$ cat src/rtl/wormhole_route_unit_pkg.sv
// Shared constants for the wormhole route unit: direction codes, FSM states,
// flit-type bit positions and a helper for the coordinate field width.
package wormhole_route_unit_pkg;

  localparam int DIR_W       = 3;
  localparam int DEF_ADDR_SZ = 4;

  // Output direction codes; LOCAL doubles as the reset/default route.
  typedef enum logic [DIR_W-1:0] {
    LOCAL = 3'd0,
    EAST  = 3'd1,
    WEST  = 3'd2,
    NORTH = 3'd3,
    SOUTH = 3'd4
  } dir_e;

  // Wormhole lock state: IDLE waits for a head, LOCKED follows a packet body.
  typedef enum logic {
    IDLE   = 1'b0,
    LOCKED = 1'b1
  } route_state_e;

  // Flit-type bit positions when head/tail are carried as a 2-bit field.
  localparam int FLIT_TAIL_BIT = 0;
  localparam int FLIT_HEAD_BIT = 1;

  typedef struct packed {
    logic head;
    logic tail;
  } flit_type_t;

  // Width of one coordinate field; never narrower than one bit so that a
  // 1x1 mesh still has a legal (constant-zero) coordinate.
  function automatic int coord_w(input int mesh_x, input int mesh_y);
    int m;
    m = (mesh_x > mesh_y) ? mesh_x : mesh_y;
    return (m <= 1) ? 1 : $clog2(m);
  endfunction

endpackage

$ cat src/rtl/wormhole_route_unit_mesh_coord.sv
// Combinational node-id to mesh-coordinate conversion.
// x = id % MESH_X, y = id / MESH_X; out_of_range flags ids past the last node.
module mesh_coord
  import wormhole_route_unit_pkg::*;
#(
  parameter int MESH_X  = 3,
  parameter int MESH_Y  = 3,
  parameter int ADDR_SZ = DEF_ADDR_SZ,
  parameter int CW      = coord_w(MESH_X, MESH_Y)
) (
  input  logic [ADDR_SZ-1:0] id,
  output logic [CW-1:0]      x,
  output logic [CW-1:0]      y,
  output logic               out_of_range
);

  logic [31:0] id_ext;
  logic [31:0] x_full;
  logic [31:0] y_full;

  // Divide the id into column/row; y is only meaningful when in range.
  always_comb begin
    id_ext       = 32'(id);
    x_full       = id_ext % 32'(MESH_X);
    y_full       = id_ext / 32'(MESH_X);
    out_of_range = (id_ext >= 32'(MESH_X * MESH_Y));
    x            = CW'(x_full);
    y            = CW'(y_full);
  end

endmodule

$ cat src/rtl/wormhole_route_unit.sv
// Wormhole route unit: computes a dimension-order output direction from the
// head flit, locks it for the rest of the packet and forwards every flit
// through a single valid/ready register stage.
module wormhole_route_unit
  import wormhole_route_unit_pkg::*;
#(
  parameter int MESH_X   = 3,
  parameter int MESH_Y   = 3,
  parameter int ADDR_SZ  = 4,
  parameter int BITS_DIR = 3,
  parameter int DATA_W   = 32,
  parameter int YX_MODE  = 0
) (
  input  logic                clk,
  input  logic                rst,
  input  logic [ADDR_SZ-1:0]  local_id,
  input  logic                in_valid,
  output logic                in_ready,
  input  logic                in_head,
  input  logic                in_tail,
  input  logic [ADDR_SZ-1:0]  in_dest,
  input  logic [DATA_W-1:0]   in_data,
  output logic                out_valid,
  input  logic                out_ready,
  output logic [BITS_DIR-1:0] out_dir,
  output logic                out_head,
  output logic                out_tail,
  output logic [DATA_W-1:0]   out_data,
  output logic                route_err
);

  localparam int CW = coord_w(MESH_X, MESH_Y);

  localparam logic [BITS_DIR-1:0] D_LOCAL = BITS_DIR'(LOCAL);
  localparam logic [BITS_DIR-1:0] D_EAST  = BITS_DIR'(EAST);
  localparam logic [BITS_DIR-1:0] D_WEST  = BITS_DIR'(WEST);
  localparam logic [BITS_DIR-1:0] D_NORTH = BITS_DIR'(NORTH);
  localparam logic [BITS_DIR-1:0] D_SOUTH = BITS_DIR'(SOUTH);

  logic [CW-1:0] loc_x, loc_y, dst_x, dst_y;
  logic          loc_oor, dst_oor;
  logic          loc_oor_unused;

  route_state_e        state_p0, state_nxt;
  logic [BITS_DIR-1:0] route_reg, route_nxt;
  logic [BITS_DIR-1:0] head_dir;
  logic [BITS_DIR-1:0] dir_nxt;
  logic                err_nxt;
  logic                accept;

  logic                vld_p0;
  logic [BITS_DIR-1:0] dir_p0;
  logic                head_p0;
  logic                tail_p0;
  logic [DATA_W-1:0]   data_p0;
  logic                err_p0;

  mesh_coord #(
    .MESH_X (MESH_X),
    .MESH_Y (MESH_Y),
    .ADDR_SZ(ADDR_SZ),
    .CW     (CW)
  ) u_loc_coord (
    .id          (local_id),
    .x           (loc_x),
    .y           (loc_y),
    .out_of_range(loc_oor)
  );

  mesh_coord #(
    .MESH_X (MESH_X),
    .MESH_Y (MESH_Y),
    .ADDR_SZ(ADDR_SZ),
    .CW     (CW)
  ) u_dst_coord (
    .id          (in_dest),
    .x           (dst_x),
    .y           (dst_y),
    .out_of_range(dst_oor)
  );

  // A misconfigured local_id is not flagged; the router id is trusted.
  assign loc_oor_unused = loc_oor;

  // Dimension-order route: resolve one axis completely before the other.
  // On a degenerate axis both coordinates are always zero, so that axis
  // never produces a move.
  function automatic logic [BITS_DIR-1:0] route_calc(
    input logic [CW-1:0] xl,
    input logic [CW-1:0] yl,
    input logic [CW-1:0] xd,
    input logic [CW-1:0] yd
  );
    logic [BITS_DIR-1:0] d;
    d = D_LOCAL;
    if (YX_MODE == 0) begin
      if (xd > xl)      d = D_EAST;
      else if (xd < xl) d = D_WEST;
      else if (yd > yl) d = D_SOUTH;
      else if (yd < yl) d = D_NORTH;
    end else begin
      if (yd > yl)      d = D_SOUTH;
      else if (yd < yl) d = D_NORTH;
      else if (xd > xl) d = D_EAST;
      else if (xd < xl) d = D_WEST;
    end
    return d;
  endfunction

  // The stage accepts whenever its register is empty or being drained.
  assign in_ready = !vld_p0 || out_ready;
  assign accept   = in_valid && in_ready;
  assign head_dir = dst_oor ? D_LOCAL : route_calc(loc_x, loc_y, dst_x, dst_y);

  // Next-state, locked route and error decision for the flit being accepted.
  always_comb begin
    state_nxt = state_p0;
    route_nxt = route_reg;
    dir_nxt   = route_reg;
    err_nxt   = 1'b0;
    if (accept) begin
      if (in_head) begin
        // A head always (re)computes the route; a head that interrupts a
        // locked packet is still honoured but flagged.
        dir_nxt   = head_dir;
        route_nxt = head_dir;
        err_nxt   = dst_oor || (state_p0 == LOCKED);
        state_nxt = in_tail ? IDLE : LOCKED;
      end else begin
        // Body/tail reuse the locked route; with no packet open it is an
        // orphan flit, forwarded on the stale route and flagged.
        dir_nxt = route_reg;
        err_nxt = (state_p0 == IDLE);
        if ((state_p0 == LOCKED) && in_tail) state_nxt = IDLE;
      end
    end
  end

  // Wormhole lock state and the route held for the open packet.
  always_ff @(posedge clk) begin
    if (rst) begin
      state_p0  <= IDLE;
      route_reg <= D_LOCAL;
    end else begin
      state_p0  <= state_nxt;
      route_reg <= route_nxt;
    end
  end

  // ---- stage p0: output register, loads on accept and holds under backpressure
  always_ff @(posedge clk) begin
    if (rst) begin
      vld_p0  <= 1'b0;
      dir_p0  <= D_LOCAL;
      head_p0 <= 1'b0;
      tail_p0 <= 1'b0;
      data_p0 <= '0;
      err_p0  <= 1'b0;
    end else if (accept) begin
      vld_p0  <= 1'b1;
      dir_p0  <= dir_nxt;
      head_p0 <= in_head;
      tail_p0 <= in_tail;
      data_p0 <= in_data;
      err_p0  <= err_nxt;
    end else begin
      if (out_ready) vld_p0 <= 1'b0;
      err_p0 <= 1'b0;
    end
  end

  assign out_valid = vld_p0;
  assign out_dir   = dir_p0;
  assign out_head  = head_p0;
  assign out_tail  = tail_p0;
  assign out_data  = data_p0;
  assign route_err = err_p0;

endmodule

$ cat config.mk
export PLATFORM = sky130hd
export DESIGN_NAME = wormhole_route_unit
export DESIGN_NICKNAME = d
export VERILOG_FILES = /design/src/rtl/wormhole_route_unit_pkg.sv /design/src/rtl/wormhole_route_unit_mesh_coord.sv /design/src/rtl/wormhole_route_unit.sv
export SDC_FILE = /design/constraint.sdc
export NUM_CORES = 1
export LEC_CHECK = 0
export ABC_AREA = 0
export CORE_UTILIZATION = 37
export DETAILED_ROUTE_END_ITERATION = 8
export PLACE_DENSITY = 0.73
export SKIP_CTS_REPAIR_TIMING = 1
export SYNTH_ARGS = -nofsm -noshare
export SYNTH_HDL_FRONTEND = slang
export SYNTH_SLANG_ARGS = --single-unit
$ cat constraint.sdc
create_clock -name clk -period 3.2 [get_ports clk]
set_clock_uncertainty 0.1 [all_clocks]
set_input_delay 0.64 -clock clk [delete_from_list [all_inputs] [get_ports clk]]
set_output_delay 0.64 -clock clk [all_outputs]
set_load 0.1 [all_outputs]
==> impl_metrics.tcl, run 1 <==
set metrics [dict create \
    status "finished, final reports clean" \
    slowest_stage "clkdlybuf4s50_1" \
    utilization 0.633 \
    p_clk_frac 0.284 \
    io_pins 86 \
    cts_max_level 2 \
    synthFlopType "dfxtp_1" \
    synth.lib_cells_used.distinct 38 \
    vias 1935 \
    pwr_density_cell_nw_per_um2 490 \
    switching_share 0.363 \
    synth_area_leaders "dfxtp_1 (43%), nand2_1 (15%), a21oi_1 (11%)" \
    dieWidth_um 72.7 \
    core_area_um2 4750 \
    drc 0 \
    vias_per_cell 4.79 \
    synthArstFlopShare 0 \
    worstMarginPinSlew_ns 0.543 \
    comb_power_share 0.349 \
    synth.avg_cell_area_um2 7.94 \
    tritoncts "done" \
    drive_above_1_share 0.261 \
    start_kind "input pin" \
    finalCritPeriodShare 0.968 \
    r2r_end "out_data[22]" \
    syn_inst 233 \
    required_ns 3.33 \
    placed_cell_area_um2 2780 \
    min_path_type "reg -> reg" \
    p_int_mw 0.938 \
    synth_area_um2 1850 \
    first_iter_violations 56 \
    path_max_fanout 3 \
    critPathKind "in -> reg" \
    synth-edff-count 0 \
    finish.instance_area_um2 3010 \
    synth.mux.area_fraction 0.0169 \
    crit_path_max_incr_delay_ns 0.49 \
    synthToLayoutAreaGrowth_pct 62.8 \
    clock-sinks 40 \
    grt_pass1_wl_mm 7.49 \
    ys_seq_elements 40 \
    synth-adder-area-share 0.0812 \
    yosys_warnings 0 \
    drt_first_pass_iters 4 \
    antenna_found_initial 0 \
    p_switching_mw 0.536 \
    path_buf_inv 2 \
    ys_top_cells_by_count "nand2_1 (75), a21oi_1 (40), dfxtp_1 (40)" \
    finalSetupViolCount 0 \
    synth_nets 291 \
    cts.reportedPaths.clkPinSlew_ns 0.09 \
    worstReg2RegStart "out_valid" \
    synth_top_area_cell "dfxtp_1" \
    ant_nets 0 \
    io_buffers 85 \
    r2r_setup_slack_ns 1.65 \
    cp_cell_sequence "clkdlybuf4s50_1, ha_2, inv_1, ha_1, nor3b_2, o221a_2, mux2_2, ha_4, nand2_1, o21bai_1, a211o_1, o21ai_1" \
    endpoint "out_dir[2]" \
    yosys.area.top_type_share 0.433 \
    initial_core_util 0.389 \
    final_nets 394 \
    grt_use_total 0.177 \
    crit_start "in_dest[1]" \
    grt_max_degree 28 \
    clk_latency_ns 0.28 \
    hold_viol 0 \
    gp_congestion 0.772 \
    std_cell_rows 25 \
    cts_buffers 5 \
    synth.most_common_cell "nand2_1" \
    p_seq_frac 0.367 \
    seq_area_frac_synth 0.433 \
    timing.setup.tns_ns 0 \
    drt-total-wl_mm 4.59 \
    n_antenna_cell 0 \
    max-cap-violations 0 \
    first_global_vias 1756 \
    power.total_mw 1.47 \
    crit_path_end_kind "flop" \
    place_hpwl_mm 3.34 \
    fill_cells 415 \
    reg2reg_depth 5 \
    irDropWorstVdd_mv 0.296 \
    crit_family "adder cells" \
    die_h_um 72.7 \
    p_leak_nw 1.33 \
    fp.dieArea_um2 5280 \
    clock.fmax_ghz 0.323 \
    crit_arrival_ns 3.22 \
    min_period_ns 3.10 \
    synth_xor_xnor_area_share 0.00947 \
    cts_buffer_depth 2 \
    synthSimpleGateAreaFrac 0.206 \
    worst-path-stages 12 \
    avgRoutedWirePerCell_um 11.4 \
    synth_top_family_by_area "simple AND/OR/NAND/NOR gates" \
    clockRootBuffer "clkbuf_8" \
    whs_ns 0.358 \
    synth_compound_area_frac 0.198 \
    slew_headroom 0.635 \
    grt_overflow_total 0 \
    maxSlewViolCount 0 \
]
==> layer usage <==
| layer | up-vias | routed length, µm | global-route usage | part of all wire |
|---|---|---|---|---|
| met2 | 58 | 2190 | 0.308 | 0.48 |
| li1 | 988 | - | - | - |
| met3 | 5 | 279 | 0.0456 | 0.061 |
| met5 | - | 0 | 0 | 0 |
| met1 | 884 | 2090 | 0.217 | 0.45 |
| met4 | 0 | 35 | 0.0458 | 0.0076 |
==> worst min-delay path by stage <==
stage	start	slack [ns]	cells after the start	to
finish	out_data[12]	0.36	2	out_data[12]
detailed placement	out_data[21]	0.35	2	out_data[21]
global placement	out_data[10]	0.34	2	out_data[10]
global route	out_data[21]	0.37	2	out_data[21]
CTS	out_data[8]	0.36	2	out_data[8]
floorplan	state_p0	0.37	2	state_p0
==> cell families after synthesis <==
kind of cell / after synthesis
DFF: 40
buffers and inverters: 25
and+or+nand+nor: 91
xor gates and xnor gates: 2
AOI/OAI and AO/OA: 60
muxes: 3
adders and majority gates: 12
==> per-stage QoR <==
stage / setup slack (ns) / instances
final: 0.101 / 404
after global routing: -0.00183 / 404
after CTS: -0.246 / 401
after detailed placement: -0.561 / 393
after global placement: -0.440 / 393
after floorplan: 0.0686 / 233
==> worst reg2reg max path: stages (launching register included) <==
cell and delay (ns):
dfxtp_1 0.35, nand2b_1 0.12, nand2_1 0.28, buf_4 0.35, nand2_1 0.10, a21oi_1 0.18
==> state kept, by name (all words and copies together) (netlist names) <==
name       cells
state_p0       1
out_dir        3
out_tail       1
out_data      32
route_err      1
out_valid      1
out_head       1
==> power by group through the flow <==
stage	Clock, mW	Sequential (mW)	Combinational [mW]
global route	0.458	0.545	0.550
CTS	0.436	0.541	0.496
floorplan	0	0.757	0.136
global placement	0	0.552	0.489
finish	0.419	0.541	0.514
detailed placement	0	0.553	0.494
==> layout by cell type, fill, tap and decap left out, types with 2 or more instances in the layout <==
cell / synthesis / final
buf_4: 0 / 64
ha_1: 12 / 7
inv_1: 11 / 11
dfxtp_1: 40 / 40
clkdlybuf4s50_1: 0 / 40
nor3_1: 3 / 3
o31ai_1: 2 / 2
nand2b_1: 2 / 2
o21ai_0: 5 / 4
clkbuf_8: 0 / 5
o21ai_1: 1 / 2
a21oi_1: 40 / 40
nand2_1: 75 / 75
nand3_1: 2 / 2
dlymetal6s2s_1: 0 / 5
ha_4: 0 / 4
==> cell type report <==
class | count | area [µm²] | area share
flip-flops and latches | 40 | 801 | 0.266
clock inverters | 3 | 46.3 | 0.0154
repair buffers | 109 | 943 | 0.313
well taps | 67 | 83.8 | 0.0278
multi-input cells | 168 | 1020 | 0.340
inverters | 12 | 45.0 | 0.0150
clock buffers | 5 | 68.8 | 0.0229
No activity file was read; power rests on OpenSTA's default activity.
==> run 2, diff against run 1 <==
Settings changed: GPL_ROUTABILITY_DRIVEN set to 1.
==> results of run 2 <==
Same layout as run 1: the final DEF is identical, and so are final timing and power.
==> run 3, diff against run 2 <==
Settings changed: ABC_CLOCK_PERIOD_IN_PS set to 3200, CTS_CLUSTER_DIAMETER set to 200.
==> results of run 3 <==
Same layout as run 1: the final DEF is identical, and so are final timing and power.
